[config.mk]
export PLATFORM = sky130hd
export DESIGN_NAME = seg7_cycle_monitor
export DESIGN_NICKNAME = d
export VERILOG_FILES = /design/src/rtl/seg7_cycle_monitor.sv
export SDC_FILE = /design/constraint.sdc
export NUM_CORES = 1
export LEC_CHECK = 0
export ABC_AREA = 1
export CORE_MARGIN = 2
export CORE_UTILIZATION = 40
export CTS_CLUSTER_DIAMETER = 80
export DETAILED_ROUTE_END_ITERATION = 10
export GPL_TIMING_DRIVEN = 1
export HOLD_SLACK_MARGIN = 0.06
export PLACE_DENSITY = 0.71
export RECOVER_POWER = 25
export SLEW_MARGIN = 20
export SYNTH_ARGS = -nofsm -noshare
export SYNTH_HDL_FRONTEND = slang
export SYNTH_SLANG_ARGS = --single-unit
[constraint.sdc]
create_clock -name clock -period 3.1 [get_ports clock]
set_input_delay 0.775 -clock clock [delete_from_list [all_inputs] [get_ports clock]]
set_output_delay 0.775 -clock clock [all_outputs]
set_load 0.02 [all_outputs]
[src/rtl/seg7_cycle_monitor.sv]
// Receive-side checker for the rotating single-segment spinner on an active-low seg7 bus.
// Locks onto the a->b->c->d->e->f rotation, counts laps and flags sequence errors.
module seg7_cycle_monitor #(
  parameter int LOCK_N = 3,
  parameter int LAP_W  = 8,
  parameter int ERR_W  = 8
) (
  input  logic             clock,
  input  logic             reset,
  input  logic             sample_en,
  input  logic [0:6]       seg7,
  output logic [2:0]       pos,
  output logic             pos_valid,
  output logic             locked,
  output logic [LAP_W-1:0] lap_count,
  output logic             err_pulse,
  output logic [ERR_W-1:0] err_count
);

  typedef enum logic {SEARCH = 1'b0, LOCKED = 1'b1} state_t;

  state_t             r_state;
  logic [2:0]         r_pos;
  logic               r_pos_valid;
  logic               r_locked;
  logic [LAP_W-1:0]   r_lap_count;
  logic               r_err_pulse;
  logic [ERR_W-1:0]   r_err_count;
  logic [2:0]         r_prev;
  logic               r_prev_valid;
  logic [2:0]         r_run;
  logic [2:0]         r_expected;

  logic               w_legal;
  logic [2:0]         w_p;
  logic [2:0]         w_succ_p;
  logic [2:0]         w_succ_prev;
  logic [2:0]         w_run_inc;

  // Exactly one of a..f low with g dark; any other code is illegal.
  always_comb begin
    w_legal = 1'b1;
    w_p     = 3'd0;
    case (seg7)
      7'b0111111: w_p = 3'd0;
      7'b1011111: w_p = 3'd1;
      7'b1101111: w_p = 3'd2;
      7'b1110111: w_p = 3'd3;
      7'b1111011: w_p = 3'd4;
      7'b1111101: w_p = 3'd5;
      default:    w_legal = 1'b0;
    endcase
  end

  assign w_succ_p    = (w_p == 3'd5)    ? 3'd0 : w_p + 3'd1;
  assign w_succ_prev = (r_prev == 3'd5) ? 3'd0 : r_prev + 3'd1;
  assign w_run_inc   = r_run + 3'd1;

  always_ff @(posedge clock or posedge reset) begin
    if (reset) begin
      r_state      <= SEARCH;
      r_pos        <= 3'd0;
      r_pos_valid  <= 1'b0;
      r_locked     <= 1'b0;
      r_lap_count  <= '0;
      r_err_pulse  <= 1'b0;
      r_err_count  <= '0;
      r_prev       <= 3'd0;
      r_prev_valid <= 1'b0;
      r_run        <= 3'd0;
      r_expected   <= 3'd0;
    end else begin
      r_err_pulse <= 1'b0;
      if (sample_en) begin
        r_pos_valid <= w_legal;
        if (w_legal) begin
          r_pos        <= w_p;
          r_prev       <= w_p;
          r_prev_valid <= 1'b1;
        end else begin
          r_prev_valid <= 1'b0;
        end
        case (r_state)
          SEARCH: begin
            if (w_legal && r_prev_valid && (w_p == w_succ_prev)) begin
              if (w_run_inc == 3'(LOCK_N)) begin
                r_state    <= LOCKED;
                r_locked   <= 1'b1;
                r_expected <= w_succ_p;
                r_run      <= 3'd0;
              end else begin
                r_run <= w_run_inc;
              end
            end else begin
              r_run <= 3'd0;
            end
          end
          LOCKED: begin
            if (w_legal && (w_p == r_expected)) begin
              r_expected <= w_succ_p;
              // A lap closes on each accepted return to segment a.
              if ((w_p == 3'd0) && (r_lap_count != {LAP_W{1'b1}}))
                r_lap_count <= r_lap_count + 1'b1;
            end else begin
              r_err_pulse <= 1'b1;
              if (r_err_count != {ERR_W{1'b1}})
                r_err_count <= r_err_count + 1'b1;
              r_state  <= SEARCH;
              r_locked <= 1'b0;
              r_run    <= 3'd0;
            end
          end
          default: r_state <= SEARCH;
        endcase
      end
    end
  end

  assign pos       = r_pos;
  assign pos_valid = r_pos_valid;
  assign locked    = r_locked;
  assign lap_count = r_lap_count;
  assign err_pulse = r_err_pulse;
  assign err_count = r_err_count;

endmodule
# Yosys cells after proc, flatten, opt, wreduce, memory -nomap -nowiden

Index checks and enable logic that the tools add are counted.

Logic and storage cells: 70
Register bits after elaboration: 30
Input port bits: 10
Output and inout bits: 22

Bitwise operators: 2
Reductions and logical operators: 12
Eq/ne operators: 17
Mux-type cells: 24
Add/sub/neg operators: 5

Operators by type and width:

| operator                                              | count |
|---|---|
| == test 7 bit, second input constant                  | 5 |
| two-way mux 3 bit                                     | 8 |
| adder 8 x 1 -> 8 bit, second input constant           | 2 |
| inequality test 8 bit, second input constant          | 2 |
| AND reduction 4 bit                                   | 4 |
| one-hot mux 3 bit (5 select lines)                    | 1 |
| one-hot mux 3 bit (2 select lines)                    | 2 |
| two-way mux 1 bit                                     | 11 |
| adder 3 x 1 -> 3 bit, second input constant           | 3 |
| == test 7 x 6 -> 1 bit, second input constant         | 1 |
| == test 3 bit                                         | 2 |
| == test 3 bit, second input constant                  | 2 |
| inequality test 2 bit, second input constant          | 3 |
| OR reduction 6 bit                                    | 1 |
| logical AND 1 bit                                     | 4 |
| one-hot mux 1 bit (2 select lines)                    | 2 |
| AND reduction 2 bit                                   | 2 |
| == test 3 x 2 -> 1 bit, second input constant         | 1 |
| logical NOT 3 bit                                     | 1 |
| inequality test 2 x 1 -> 1 bit, second input constant | 1 |
| NOT 1 bit                                             | 2 |

# Logic depth before layout (Yosys ltp)

Gate-level depths: netlist of run 1.

Depth in word-level cells: 7
Depth in mapped cells: 15
Depth with buffers taken out: 14

# Worst setup path after synthesis of run 1

Ideal clock, no wire load.

Path type: input -> register
Start point: in seg7[6] in the netlist's numbering
End point: reg r_err_count[5] (netlist: err_count[5])
Arrival time: 1.908 ns
Data required time: 2.978 ns
Buffers on the path: 1
Library setup time: 0.122 ns
Setup slack: 1.070 ns
Stages: 14
Cell sequence: nand2_1 nor2_1 nand2_4 nand2_2 nand2_1 nand2_2 nor2_4 nand3_4 nand2_2 inv_2 nand2_2 buf_6 nand2_1 o21ai_2

Cells in the longest elaborated chain, start to end: 6
Elaborated cells on any way between the ends: 13
Those cells by class: 7 x eq/ne; 2 x mux; 1 x bitwise; 3 x reduce/logical

RTL lines:

| what                                                                            | line   | text |
|---|---|---|
| start: declaration                                                              | 11     | `input logic [0:6] seg7,` |
| == test 7 bit / == test 7 x 6 -> 1 bit (equally long branches)                  | 44     | `case (seg7)` |
| one-hot mux 3 bit (5 select lines) / OR reduction 6 bit (equally long branches) | --     |  |
| == test 3 bit / two-way mux 1 bit (equally long branches)                       | 99, 44 |  |
| logical AND 1 bit (*)                                                           | 99     | `if (w_legal && (w_p == r_expected)) begin` |
| NOT 1 bit (no line) (*)                                                         | --     |  |
| AND reduction 4 bit (no line) (*)                                               | --     |  |
| end signal: assignment                                                          | 107    | `r_err_count <= r_err_count + 1'b1;` |
| end: declaration                                                                | 28     | `logic [ERR_W-1:0] r_err_count;` |

Every way passes the cells marked *; elsewhere a longest branch is shown, timed or not.
A chain may end at the register's enable or synchronous reset.

# Worst setup path in the final report of run 1

Start point: in seg7[4] in the netlist's numbering
End point: reg r_lap_count[0] (netlist: lap_count[0])

Cells in the longest elaborated chain, start to end: 5
Elaborated cells on any way between the ends: 14
Those cells by class: 7 x eq/ne; 2 x mux; 5 x reduce/logical

RTL lines:

| what                                                                            | line    | text |
|---|---|---|
| == test 7 bit / == test 7 x 6 -> 1 bit (equally long branches)                  | 44      |  |
| one-hot mux 3 bit (5 select lines) / OR reduction 6 bit (equally long branches) | --      |  |
| == test 3 bit (tied with other cells)                                           | 99      |  |
| logical AND 1 bit (on tied branches)                                            | 99, 102 |  |
| AND reduction 4 bit (no line) (*)                                               | --      |  |
| end signal: assignment                                                          | 103     | `r_lap_count <= r_lap_count + 1'b1;` |
| end: declaration                                                                | 26      | `logic [LAP_W-1:0] r_lap_count;` |

Marks and branches as above.

==> impl_results.rst, run 1 <==
.. list-table::
   :header-rows: 1

   * - Metric
     - Value
   * - Outcome
     - finished with violations
   * - Violations in the final reports
     - max-capacitance violations, max-slew violations
   * - Via count
     - 1546
   * - Cell area power density
     - 375 nW/um^2
   * - Ordered list of cells on the worst path
     - clkdlybuf4s50_1, nand2_1, nor2_2, nand2_1, nand2_2, inv_1, nand3_2, nand3_4, nor2_4, nand2_2, xnor2_1
   * - Buffer count from post-CTS setup fixing
     - 0
   * - Mapped Avg Cell Area
     - 7.95 um^2
   * - Pin count of the biggest net entering global routing
     - 30
   * - Capturing element type of the critical path
     - register
   * - Most area-hungry cell type in the Yosys netlist
     - sky130_fd_sc_hd__dfrtp_1
   * - Crit-path leading delay family
     - simple AND/OR/NAND/NOR gates
   * - Average detailed-routed wire length per instance
     - 11.3 um
   * - Vias per std cell
     - 4.79
   * - CP max FO
     - 11
   * - Std-Cell Rows
     - 24
   * - Post-route setup TNS
     - 0 ns
   * - Number of warnings reported in the yosys synthesis log
     - 0
   * - Count of input and output buffers
     - 31
   * - Area of the core
     - 4410 um^2
   * - Number of buffers created by CTS
     - 5
   * - Post-route DRC
     - 0
   * - Clock root buffer
     - sky130_fd_sc_hd__clkbuf_8
   * - CTS Hold Bufs
     - 0
   * - CTS resizes
     - 0
   * - Sum of net half-perimeters after detailed placement
     - 2760 um
   * - Signal arrival time at the worst endpoint
     - 2.63 ns
   * - Final nets
     - 284
   * - CTS tree
     - done
   * - Hold WS
     - 0.499 ns
   * - Later-pin clock latency in the skew report
     - 0.29 ns
   * - Worst-case vdd ir drop
     - 0.198 mV
   * - Antenna diode count
     - 0
   * - First-pass GRT wire length
     - 6540 um
   * - Upper clock frequency limit
     - 0.407 GHz
   * - Number of buffers on the longest clock path
     - 2
   * - Worst Tran Pin Value
     - 1.56 ns
   * - CP Launch Type
     - input port
   * - Io pins
     - 32
   * - RSZ-0062 raised after global routing
     - false
   * - Initial antenna violation count
     - 0
   * - Number of enable-type register cells in the synthesized netlist
     - 0
   * - Number of buffers and inverters on the critical path
     - 2
   * - Worst Path Required
     - 3.27 ns
   * - Count of routing violations after the opening detailed-route iteration
     - 68
   * - Top-count cell post-synth
     - sky130_fd_sc_hd__nand2_1
   * - Htree depth
     - 2
   * - Worst slew margin
     - -3.83%
   * - Cell leakage power
     - 1.13 nW
   * - Die boundary width
     - 72.1 um
   * - Number of setup violations in the final report
     - 0
   * - Overall Power
     - 867 uW
   * - Chip height
     - 72.1 um
   * - Nets in the synthesized netlist
     - 247
   * - Class of the most critical setup path
     - in -> reg
   * - Largest cells by area after synthesis
     - sky130_fd_sc_hd__dfrtp_1, sky130_fd_sc_hd__nand2_1, sky130_fd_sc_hd__xnor2_1
   * - Clock period minus final worst setup slack
     - 2.46 ns
   * - First-pass DRT Iterations
     - 4
   * - Post-synthesis instance area
     - 1850 um^2
   * - Share of final-layout standard cells stronger than drive strength 1
     - 16.2%
   * - Maxcap violations
     - 1
   * - Leading register cell type out of synthesis
     - sky130_fd_sc_hd__dfrtp_1
   * - Count of distinct cell types in the synthesized netlist
     - 28
   * - Final hold vios
     - 0
   * - Final weighted congestion of routability-driven global placement
     - 0.795
   * - CP max-delay cell
     - sky130_fd_sc_hd__clkdlybuf4s50_1
   * - Remaining global-route overflow
     - 0
   * - Slew Viols, Final
     - 30
   * - Number of routed nets with antenna violations
     - 0
   * - Worst setup skew after layout
     - 0.00730 ns
   * - Die area
     - 5190 um^2
   * - Fraction of synthesis flops using an asynchronous set or reset pin
     - 100%
   * - Final period utilization
     - 79.2%
   * - Vias in the first global route
     - 1492
   * - Total Wirelength
     - 3630 um
   * - Part of the Yosys area used for sequential elements
     - 39.2%
   * - Number of sinks driven by the clock tree
     - 29
   * - Register clock-pin slew on the reported worst setup and hold paths
     - 0.06 ns
   * - Number of flip-flops and latches in the synthesized netlist
     - 29
   * - Combined global-route utilization of all metal layers
     - 16.2%
   * - Synthesized netlist cell count
     - 233
   * - Synth top area share
     - 39.2%
   * - Kind of path behind the tightest hold check
     - reg -> reg
   * - Highest cell delay on the worst timing path
     - 0.51 ns
   * - Starting utilization of the core area
     - 42.0%
   * - Area Growth Syn to Fin
     - 24.8%
   * - Commonest cells post-synth
     - sky130_fd_sc_hd__nand2_1, sky130_fd_sc_hd__dfrtp_1, sky130_fd_sc_hd__inv_1
==> worst min-delay path, delay by kind of cell (launching register included) <==
family	cells	cell delay, ns
flops	1	0.34
simple gates	2	0.12
==> path summary, 6_finish.rpt <==
| check | start | to | slack (ns) | cells past startpoint |
|---|---|---|---|---|
| worst max-delay path | seg7[4] | lap_count[0] | 0.64 | 11 |
| worst min-delay path | locked | locked | 0.50 | 2 |
| worst max register to register | err_count[0] | err_count[2] | 1.36 | 7 |
| worst min register to register | locked | locked | 0.50 | 2 |
| max in group asynchronous | reset | r_run[2] | 0.74 | 3 |
| min in group asynchronous | reset | err_count[5] | 1.45 | 3 |
==> where the power goes <==
| part | internal [mW] | switching [mW] | leakage (nW) | total [mW] |
|---|---|---|---|---|
| sequential | 0.389 | 0.0136 | 0.397 | 0.403 |
| combinational | 0.0470 | 0.0627 | 0.674 | 0.110 |
| clock | 0.200 | 0.154 | 0.0542 | 0.354 |
==> stage by stage <==
step / std cells / util [%] / setup slack (ns) / cell area [um^2]
finish: 323 / 52.4 / 0.644 / 2310
global route: 323 / 52.4 / 0.400 / 2310
CTS: 323 / 52.5 / 0.647 / 2320
detailed placement: 315 / 50.2 / 0.332 / 2220
global placement: 315 / 50.2 / 0.369 / 2220
floorplan: 233 / - / 1.07 / 1850
==> per-layer routing <==
metal  up-vias  track usage [%]  part of all wire (%)
li1        816                -                     -
met1       701             20.8                    48
met2        22             25.0                    46
met3         7             4.17                   3.9
met4         0             8.81                   2.4
met5         -                0                     0
==> cell families after synthesis <==
family,Yosys count,share of synthesized area (%)
AO/OA/AOI/OAI,19,6.75
buffers and inverters,28,6.55
AND/OR/NAND/NOR,137,37.3
adder cells (fa/ha/maj),4,2.70
XOR/XNOR,16,7.56
flip-flops,29,39.2
==> sequential cells by signal, indices dropped and copies added (netlist names) <==
signal      flops
r_expected      3
r_prev          3
err_pulse       1
locked          1
lap_count       8
pos_valid       1
r_state         1
err_count       8
r_run           3
==> placed cells by master, fill, tap and decap left out, types with 3 or more instances in the layout <==
cell	count
sky130_fd_sc_hd__inv_1	22
sky130_fd_sc_hd__nand2_1	66
sky130_fd_sc_hd__dfrtp_1	29
sky130_fd_sc_hd__clkbuf_8	7
sky130_fd_sc_hd__nand3_2	4
sky130_fd_sc_hd__nor2_1	19
sky130_fd_sc_hd__xor2_1	5
sky130_fd_sc_hd__inv_2	3
sky130_fd_sc_hd__xnor2_1	11
sky130_fd_sc_hd__nand4_1	6
sky130_fd_sc_hd__nand2_2	11
sky130_fd_sc_hd__nor2_2	3
sky130_fd_sc_hd__nand3_1	18
sky130_fd_sc_hd__o21ai_2	7
sky130_fd_sc_hd__clkdlybuf4s50_1	30
sky130_fd_sc_hd__ha_1	4
sky130_fd_sc_hd__o21ai_0	7
==> final cells by class <==
type / count / area (um^2)
inverters: 25 / 93.8
repair buffers: 33 / 322
fillers: 422 / 2100
clock inverters: 1 / 5.00
multi-input cells: 176 / 1010
well taps: 52 / 65.1
flip-flops and latches: 29 / 726
clock buffers: 7 / 96.3
Note: power is estimated with default switching activity, not from simulation.
==> run 2, diff against run 1 <==
- clock period: 3.1 -> 2.48 ns (I/O delays scaled with it)
==> run 2 against run 1 <==
Against the previous run: the run now ends clean; clock power rose by 44%; clock skew decreased by 0.0057 ns; routed wire length decreased by 0.74%; critical path depth increased by 3; final area grew 2.8%; critical endpoint is now r_expected[2]; highest routed layer unchanged.
==> impl_results.rst, run 2 (same netlist as run 1, synthesis figures left out) <==
.. list-table::
   :header-rows: 1

   * - Metric
     - Value
   * - Std-Cell Rows
     - 24 (unchanged)
   * - Hold WS
     - 0.508 ns (+0.00903 ns)
   * - Total Wirelength
     - 3610 um (-0.74%)
   * - Number of buffers created by CTS
     - 5 (unchanged)
   * - CP max FO
     - 4 (-7)
   * - CP max-delay cell
     - sky130_fd_sc_hd__clkdlybuf4s50_1
   * - Overall Power
     - 1.16 mW (+33%)
   * - Remaining global-route overflow
     - 0 (unchanged)
   * - Sequential power share
     - 43.6% (-2.9 points)
   * - Slew Viols, Final
     - 0 (-100%)
   * - Die boundary width
     - 72.1 um (unchanged)
   * - Area Growth Syn to Fin
     - 28.3%
   * - Filler instances
     - 416 (-1.4%)
   * - Final hold vios
     - 0 (unchanged)
   * - Chip height
     - 72.1 um (unchanged)
   * - Antenna diode count
     - 0 (unchanged)
   * - Number of buffers on the longest clock path
     - 2 (unchanged)
   * - Ordered list of cells on the worst path
     - clkdlybuf4s50_1, nand2_1, inv_1, nand2_1, nand2_1, nand2_1, nand2_1, nand3_1, nor2_1, nand3_1, nand2_2, nand3_2, nand2_1, nand2_1
   * - Count of routing violations after the opening detailed-route iteration
     - 39 (-43%)
   * - Worst setup skew after layout
     - 0.00157 ns (-0.00574 ns)
   * - Share of final-layout standard cells stronger than drive strength 1
     - 18.4% (+2.2 points)
   * - Average detailed-routed wire length per instance
     - 11.0 um (-2.6%)
   * - Combinational share of power
     - 12.4% (-0.2 points)
   * - Sum of net half-perimeters after detailed placement
     - 2740 um (-0.57%)
   * - Worst Tran Pin Value
     - 0.722 ns (-0.836 ns)
   * - Number of sinks driven by the clock tree
     - 29 (unchanged)
   * - Number of routed nets with antenna violations
     - 0 (unchanged)
   * - Count of input and output buffers
     - 31 (unchanged)
   * - RSZ-0062 raised after global routing
     - false
   * - Number of buffers and inverters on the critical path
     - 2 (unchanged)
   * - CP Launch Type
     - input port
   * - Pin count of the biggest net entering global routing
     - 30 (unchanged)
   * - Most frequent CP cell
     - sky130_fd_sc_hd__nand2_1
   * - Share of total power consumed by net switching
     - 24.1% (-2.4 points)
   * - Kind of path behind the tightest hold check
     - reg -> reg
   * - Cell area power density
     - 487 nW/um^2 (+30%)
   * - Combined global-route utilization of all metal layers
     - 15.8% (-0.37 points)
   * - Clock period minus final worst setup slack
     - 2.23 ns
   * - Cell leakage power
     - 1.16 nW (+3.3%)
   * - Vias in the first global route
     - 1566 (+5.0%)
   * - Initial antenna violation count
     - 0 (unchanged)
   * - Pint
     - 878 uW (+38%)
   * - Worst-case vdd ir drop
     - 0.219 mV (+11%)
   * - Vias per std cell
     - 4.83 (+0.91%)
   * - Htree depth
     - 2 (unchanged)
   * - Signal arrival time at the worst endpoint
     - 2.40 ns (-0.23 ns)
   * - Final nets
     - 290 (+2.1%)
   * - Leading cell type in the layout, fill and taps excluded
     - sky130_fd_sc_hd__nand2_1
   * - Via count
     - 1589 (+2.8%)
   * - Post-route standard cell area excluding fillers
     - 2380 um^2 (+2.8%)
   * - Final weighted congestion of routability-driven global placement
     - 0.811 (+2.1%)
   * - Clock root buffer
     - sky130_fd_sc_hd__clkbuf_8
   * - Number of setup violations in the final report
     - 0 (unchanged)
   * - Final period utilization
     - 89.7%
   * - Clock group share of total power
     - 44.0% (+3.1 points)
   * - Die area
     - 5190 um^2 (unchanged)
   * - Upper clock frequency limit
     - 0.449 GHz
   * - Capturing element type of the critical path
     - register
   * - Area of the core
     - 4410 um^2 (unchanged)
   * - Worst Path Required
     - 2.65 ns (-0.62 ns)
   * - CTS Hold Bufs
     - 0 (unchanged)
   * - Crit-path leading delay family
     - simple AND/OR/NAND/NOR gates
   * - Register clock-pin slew on the reported worst setup and hold paths
     - 0.06 ns (about the same)
   * - CTS tree
     - done
   * - First-pass GRT wire length
     - 6570 um (+0.41%)
   * - Commonest cells after routing, fill and taps aside
     - sky130_fd_sc_hd__nand2_1, sky130_fd_sc_hd__clkdlybuf4s50_1, sky130_fd_sc_hd__dfrtp_1
   * - Maxcap violations
     - 0 (-1)
   * - Later-pin clock latency in the skew report
     - 0.28 ns (about the same)
   * - Highest cell delay on the worst timing path
     - 0.50 ns (about the same)
   * - Starting utilization of the core area
     - 42.0% (unchanged)
   * - Post-route DRC
     - 0 (unchanged)
   * - First-pass DRT Iterations
     - 4 (unchanged)
   * - Switch Pwr
     - 279 uW (+21%)
   * - Outcome
     - finished, final reports clean
   * - Class of the most critical setup path
     - in -> reg
   * - Area after detailed placement
     - 2260 um^2 (+2.0%)
   * - Io pins
     - 32 (unchanged)
   * - Worst slew margin
     - 51.9% (+56 points)
## run 2: layout make-up
type	count	area (um^2)	area share [%]
Clock buffer	7	86.3	3.63
Clock inverter	1	30.0	1.26
Inverter	25	93.8	3.95
Multi-Input combinational cell	176	1010	42.4
Sequential cell	29	726	30.5
Tap cell	52	65.1	2.74
Timing Repair Buffer	39	368	15.5
## run 2: worst paths after layout
check | from | end | slack, ns | cells past startpoint
min | r_expected[0] | r_expected[0] | 0.51 | 2
max reg2reg | err_count[0] | err_count[0] | 0.74 | 6
min reg2reg | r_expected[0] | r_expected[0] | 0.51 | 2
max in group asynchronous | reset | r_expected[1] | 1.05 | 3
max | seg7[3] | r_expected[2] | 0.25 | 14
min in group asynchronous | reset | err_count[5] | 0.97 | 3
## run 2: repair_timing
action                     in CTS  in global routing
setup endpoints to repair       0                  2
setup buffers                   0                  0
gates resized for setup         0                  1
## run 2: power groups by stage
stage	combinational (mW)	sequential (mW)	clock [mW]
floorplan	0.0703	0.524	0
global placement	0.143	0.513	0
detailed placement	0.145	0.514	0
CTS	0.146	0.504	0.526
global route	0.161	0.506	0.542
finish	0.143	0.504	0.509
## run 2: metrics by stage
step	worst slack, ns	TNS (ns)	instances	utilization, %
CTS	0.232	0	329	53.9
global route	0.0210	0	329	53.9
floorplan	0.605	0	233	-
detailed placement	-0.0662	-0.216	321	51.2
finish	0.255	0	329	53.9
global placement	-0.0696	-0.193	321	51.2
## run 2: tightest hold or removal path, delay by kind of cell, from the launching register on
kind,cells,cell delay [ns]
flip-flops,1,0.37
AND/OR/NAND/NOR,2,0.11
## run 2: metal layers
| layer | global-route usage [%] | part of all wire (%) | up-vias |
|---|---|---|---|
| met1 | 20.2 | 49 | 731 |
| met4 | 5.03 | 0.86 | 0 |
| met2 | 26.4 | 46 | 26 |
| met5 | 0 | 0 | - |
| li1 | - | - | 828 |
| met3 | 4.03 | 4.2 | 4 |
==> run 3, diff against run 2 <==
- SETUP_SLACK_MARGIN: not set -> 0.4
==> run 3 against run 2 <==
Against the previous run: global-route usage grew 0.50 points; clock power about the same; non-clock buffer count unchanged; critical path type is now reg -> out; highest routed layer unchanged.
==> impl_results.rst, run 3 (same netlist as run 1, synthesis figures left out) <==
.. list-table::
   :header-rows: 1

   * - Metric
     - Value
   * - Ordered list of cells on the worst path
     - clkdlybuf4s50_1
   * - Kind of path behind the tightest hold check
     - reg -> reg
   * - Register clock-pin slew on the reported worst setup and hold paths
     - 0.06 ns (about the same)
   * - Final nets
     - 290 (unchanged)
   * - Die area
     - 5190 um^2 (unchanged)
   * - Vias per std cell
     - 4.84 (+0.19%)
   * - Area of the core
     - 4410 um^2 (unchanged)
   * - Count of routing violations after the opening detailed-route iteration
     - 29 (-26%)
   * - Post-Place Setup Slack
     - -0.0662 ns (unchanged)
   * - Number of cells on the worst hold path
     - 2 (unchanged)
   * - Io pins
     - 32 (unchanged)
   * - Depth of the most critical reg-to-reg path
     - 10 (+4)
   * - Crit-path leading delay family
     - buffers and inverters
   * - First-pass DRT Iterations
     - 4 (unchanged)
   * - Start point of the worst hold path
     - r_run[2]
   * - CTS tree
     - done
   * - Overall Power
     - 1.17 mW (+0.84%)
   * - Count of input and output buffers
     - 31 (unchanged)
   * - Post-route setup TNS
     - 0 ns (unchanged)
   * - Maxcap violations
     - 0 (unchanged)
   * - Pin count of the biggest net entering global routing
     - 30 (unchanged)
   * - CTS Hold Bufs
     - 0 (unchanged)
   * - Number of sinks driven by the clock tree
     - 29 (unchanged)
   * - Antenna diode count
     - 0 (unchanged)
   * - Initial antenna violation count
     - 0 (unchanged)
   * - Post-route DRC
     - 0 (unchanged)
   * - Capturing element type of the critical path
     - output port
   * - Highest cell delay on the worst timing path
     - 0.65 ns (+0.15 ns)
   * - Average detailed-routed wire length per instance
     - 11.5 um (+4.5%)
   * - Worst slew margin
     - 51.7% (-0.17 points)
   * - Sum of net half-perimeters after detailed placement
     - 2740 um (unchanged)
   * - Clock period minus final worst setup slack
     - 2.00 ns (-0.221 ns)
   * - Beginning of the worst register-to-register path
     - r_prev[0]
   * - Final period utilization
     - 80.8% (-8.9 points)
   * - Htree depth
     - 2 (unchanged)
   * - Hold WS
     - 0.508 ns (-0.000212 ns)
   * - Share of final-layout standard cells stronger than drive strength 1
     - 23.5% (+5.1 points)
   * - Signal arrival time at the worst endpoint
     - 1.38 ns (-1.02 ns)
   * - Cell area power density
     - 479 nW/um^2 (-1.6%)
   * - Area Growth Syn to Fin
     - 31.5%
   * - CP max FO
     - 6 (+2)
   * - CP max-delay cell
     - sky130_fd_sc_hd__clkdlybuf4s50_1
   * - Worst-case vdd ir drop
     - 0.220 mV (about the same)
   * - Upper clock frequency limit
     - 0.499 GHz (+11%)
   * - Via count
     - 1592 (+0.19%)
   * - Filler instances
     - 416 (unchanged)
   * - Worst Path Required
     - 1.86 ns (-0.79 ns)
   * - Die boundary width
     - 72.1 um (unchanged)
   * - Starting utilization of the core area
     - 42.0% (unchanged)
   * - Later-pin clock latency in the skew report
     - 0.28 ns (about the same)
   * - Setup slack after layout
     - 0.476 ns (+0.221 ns)
   * - Number of buffers created by CTS
     - 5 (unchanged)
   * - Post-route standard cell area excluding fillers
     - 2440 um^2 (+2.5%)
   * - Worst setup skew after layout
     - 0.00283 ns (+0.00126 ns)
   * - RSZ-0062 raised after global routing
     - false
   * - Vias in the first global route
     - 1587 (+1.3%)
   * - Final weighted congestion of routability-driven global placement
     - 0.811 (unchanged)
   * - First-pass GRT wire length
     - 6710 um (+2.2%)
   * - Final hold vios
     - 0 (unchanged)
   * - Worst Tran Pin Value
     - 0.724 ns (+0.00260 ns)
   * - Setup slack on the worst flop-to-flop path
     - 0.73 ns (about the same)
   * - Leading cell type in the layout, fill and taps excluded
     - sky130_fd_sc_hd__nand2_1
   * - Area after detailed placement
     - 2260 um^2 (unchanged)
   * - Number of routed nets with antenna violations
     - 0 (unchanged)
   * - Hold-critical path endpoint
     - r_run[2]
   * - Endpoint of the lowest-slack register-to-register path
     - r_expected[2]
   * - Remaining global-route overflow
     - 0 (unchanged)
   * - Clock root buffer
     - sky130_fd_sc_hd__clkbuf_8
   * - Class of the most critical setup path
     - reg -> out
   * - CP Launch Type
     - register
   * - Slew Viols, Final
     - 0 (unchanged)
   * - Number of setup violations in the final report
     - 0 (unchanged)
   * - Cell leakage power
     - 1.19 nW (+2.5%)
   * - Number of buffers and inverters on the critical path
     - 1 (-1)
   * - Combined global-route utilization of all metal layers
     - 16.3% (+0.50 points)
   * - Chip height
     - 72.1 um (unchanged)
   * - Worst Setup SP
     - lap_count[2]
   * - Std-Cell Rows
     - 24 (unchanged)
   * - Outcome
     - finished, final reports clean
   * - Number of buffers on the longest clock path
     - 2 (unchanged)
   * - Commonest cells after routing, fill and taps aside
     - sky130_fd_sc_hd__nand2_1, sky130_fd_sc_hd__dfrtp_1, sky130_fd_sc_hd__clkdlybuf4s50_1
   * - Total Wirelength
     - 3770 um (+4.5%)
## run 3: cell types whose count changed in the layout (fill, tap and decap cells not counted), moves of 2 or more
cell,change
sky130_fd_sc_hd__nand2_4,+2
sky130_fd_sc_hd__nor2_1,-2
sky130_fd_sc_hd__nand2_1,-8
sky130_fd_sc_hd__nor2_4,+3
sky130_fd_sc_hd__nand3_1,-2
sky130_fd_sc_hd__dlygate4sd2_1,+7
sky130_fd_sc_hd__nand2_2,+6
sky130_fd_sc_hd__clkdlybuf4s50_1,-7
sky130_fd_sc_hd__nand3_2,+2
## run 3: report_power, final
| part | total, mW | internal, mW | switching, mW |
|---|---|---|---|
| logic | 0.150 | 0.0627 | 0.0869 |
| registers | 0.505 | 0.487 | 0.0185 |
| clock network | 0.511 | 0.327 | 0.184 |
## run 3: cell type report
| cell class | instances | area [um^2] | share of cell area, % |
|---|---|---|---|
| Tap cell | 52 | 65.1 | 2.67 |
| Timing Repair Buffer | 39 | 359 | 14.7 |
| Multi-Input combinational cell | 176 | 1080 | 44.2 |
| Clock inverter | 1 | 30.0 | 1.23 |
| Clock buffer | 7 | 86.3 | 3.54 |
| Inverter | 25 | 93.8 | 3.85 |
| Sequential cell | 29 | 726 | 29.8 |
## run 3: what timing repair did
item                                    CTS  global route
pin swaps                                12             4
resized for setup                        27             0
hold endpoints to repair                  0             0
buffers inserted                          0             0
endpoints found under the setup margin   24             2
## run 3: routing by layer
metal	up-vias	share of wire, %	GRT usage, %
li1	825	-	-
met1	732	47	20.2
met2	29	48	27.3
met3	6	4.1	4.17
met4	0	1.4	6.29
met5	-	0	0
## run 3: worst max-delay path by stage
stage / slack (ns) / endpoint / cells past startpoint
after floorplan: 0.61 / err_count[5] / 14
after global placement: -0.07 / r_expected[2] / 14
after detailed placement: -0.07 / r_expected[2] / 14
after CTS: 0.46 / lap_count[2] / 1
after global routing: 0.41 / lap_count[2] / 1
final: 0.48 / lap_count[2] / 1
## run 3: metrics by stage
stage          utilization [%]  std cells
2_1_floorplan                -        233
3_3_place_gp              51.2        321
3_5_place_dp              51.2        321
4_1_cts                   55.2        329
5_1_grt                   55.2        329
6_report                  55.2        329
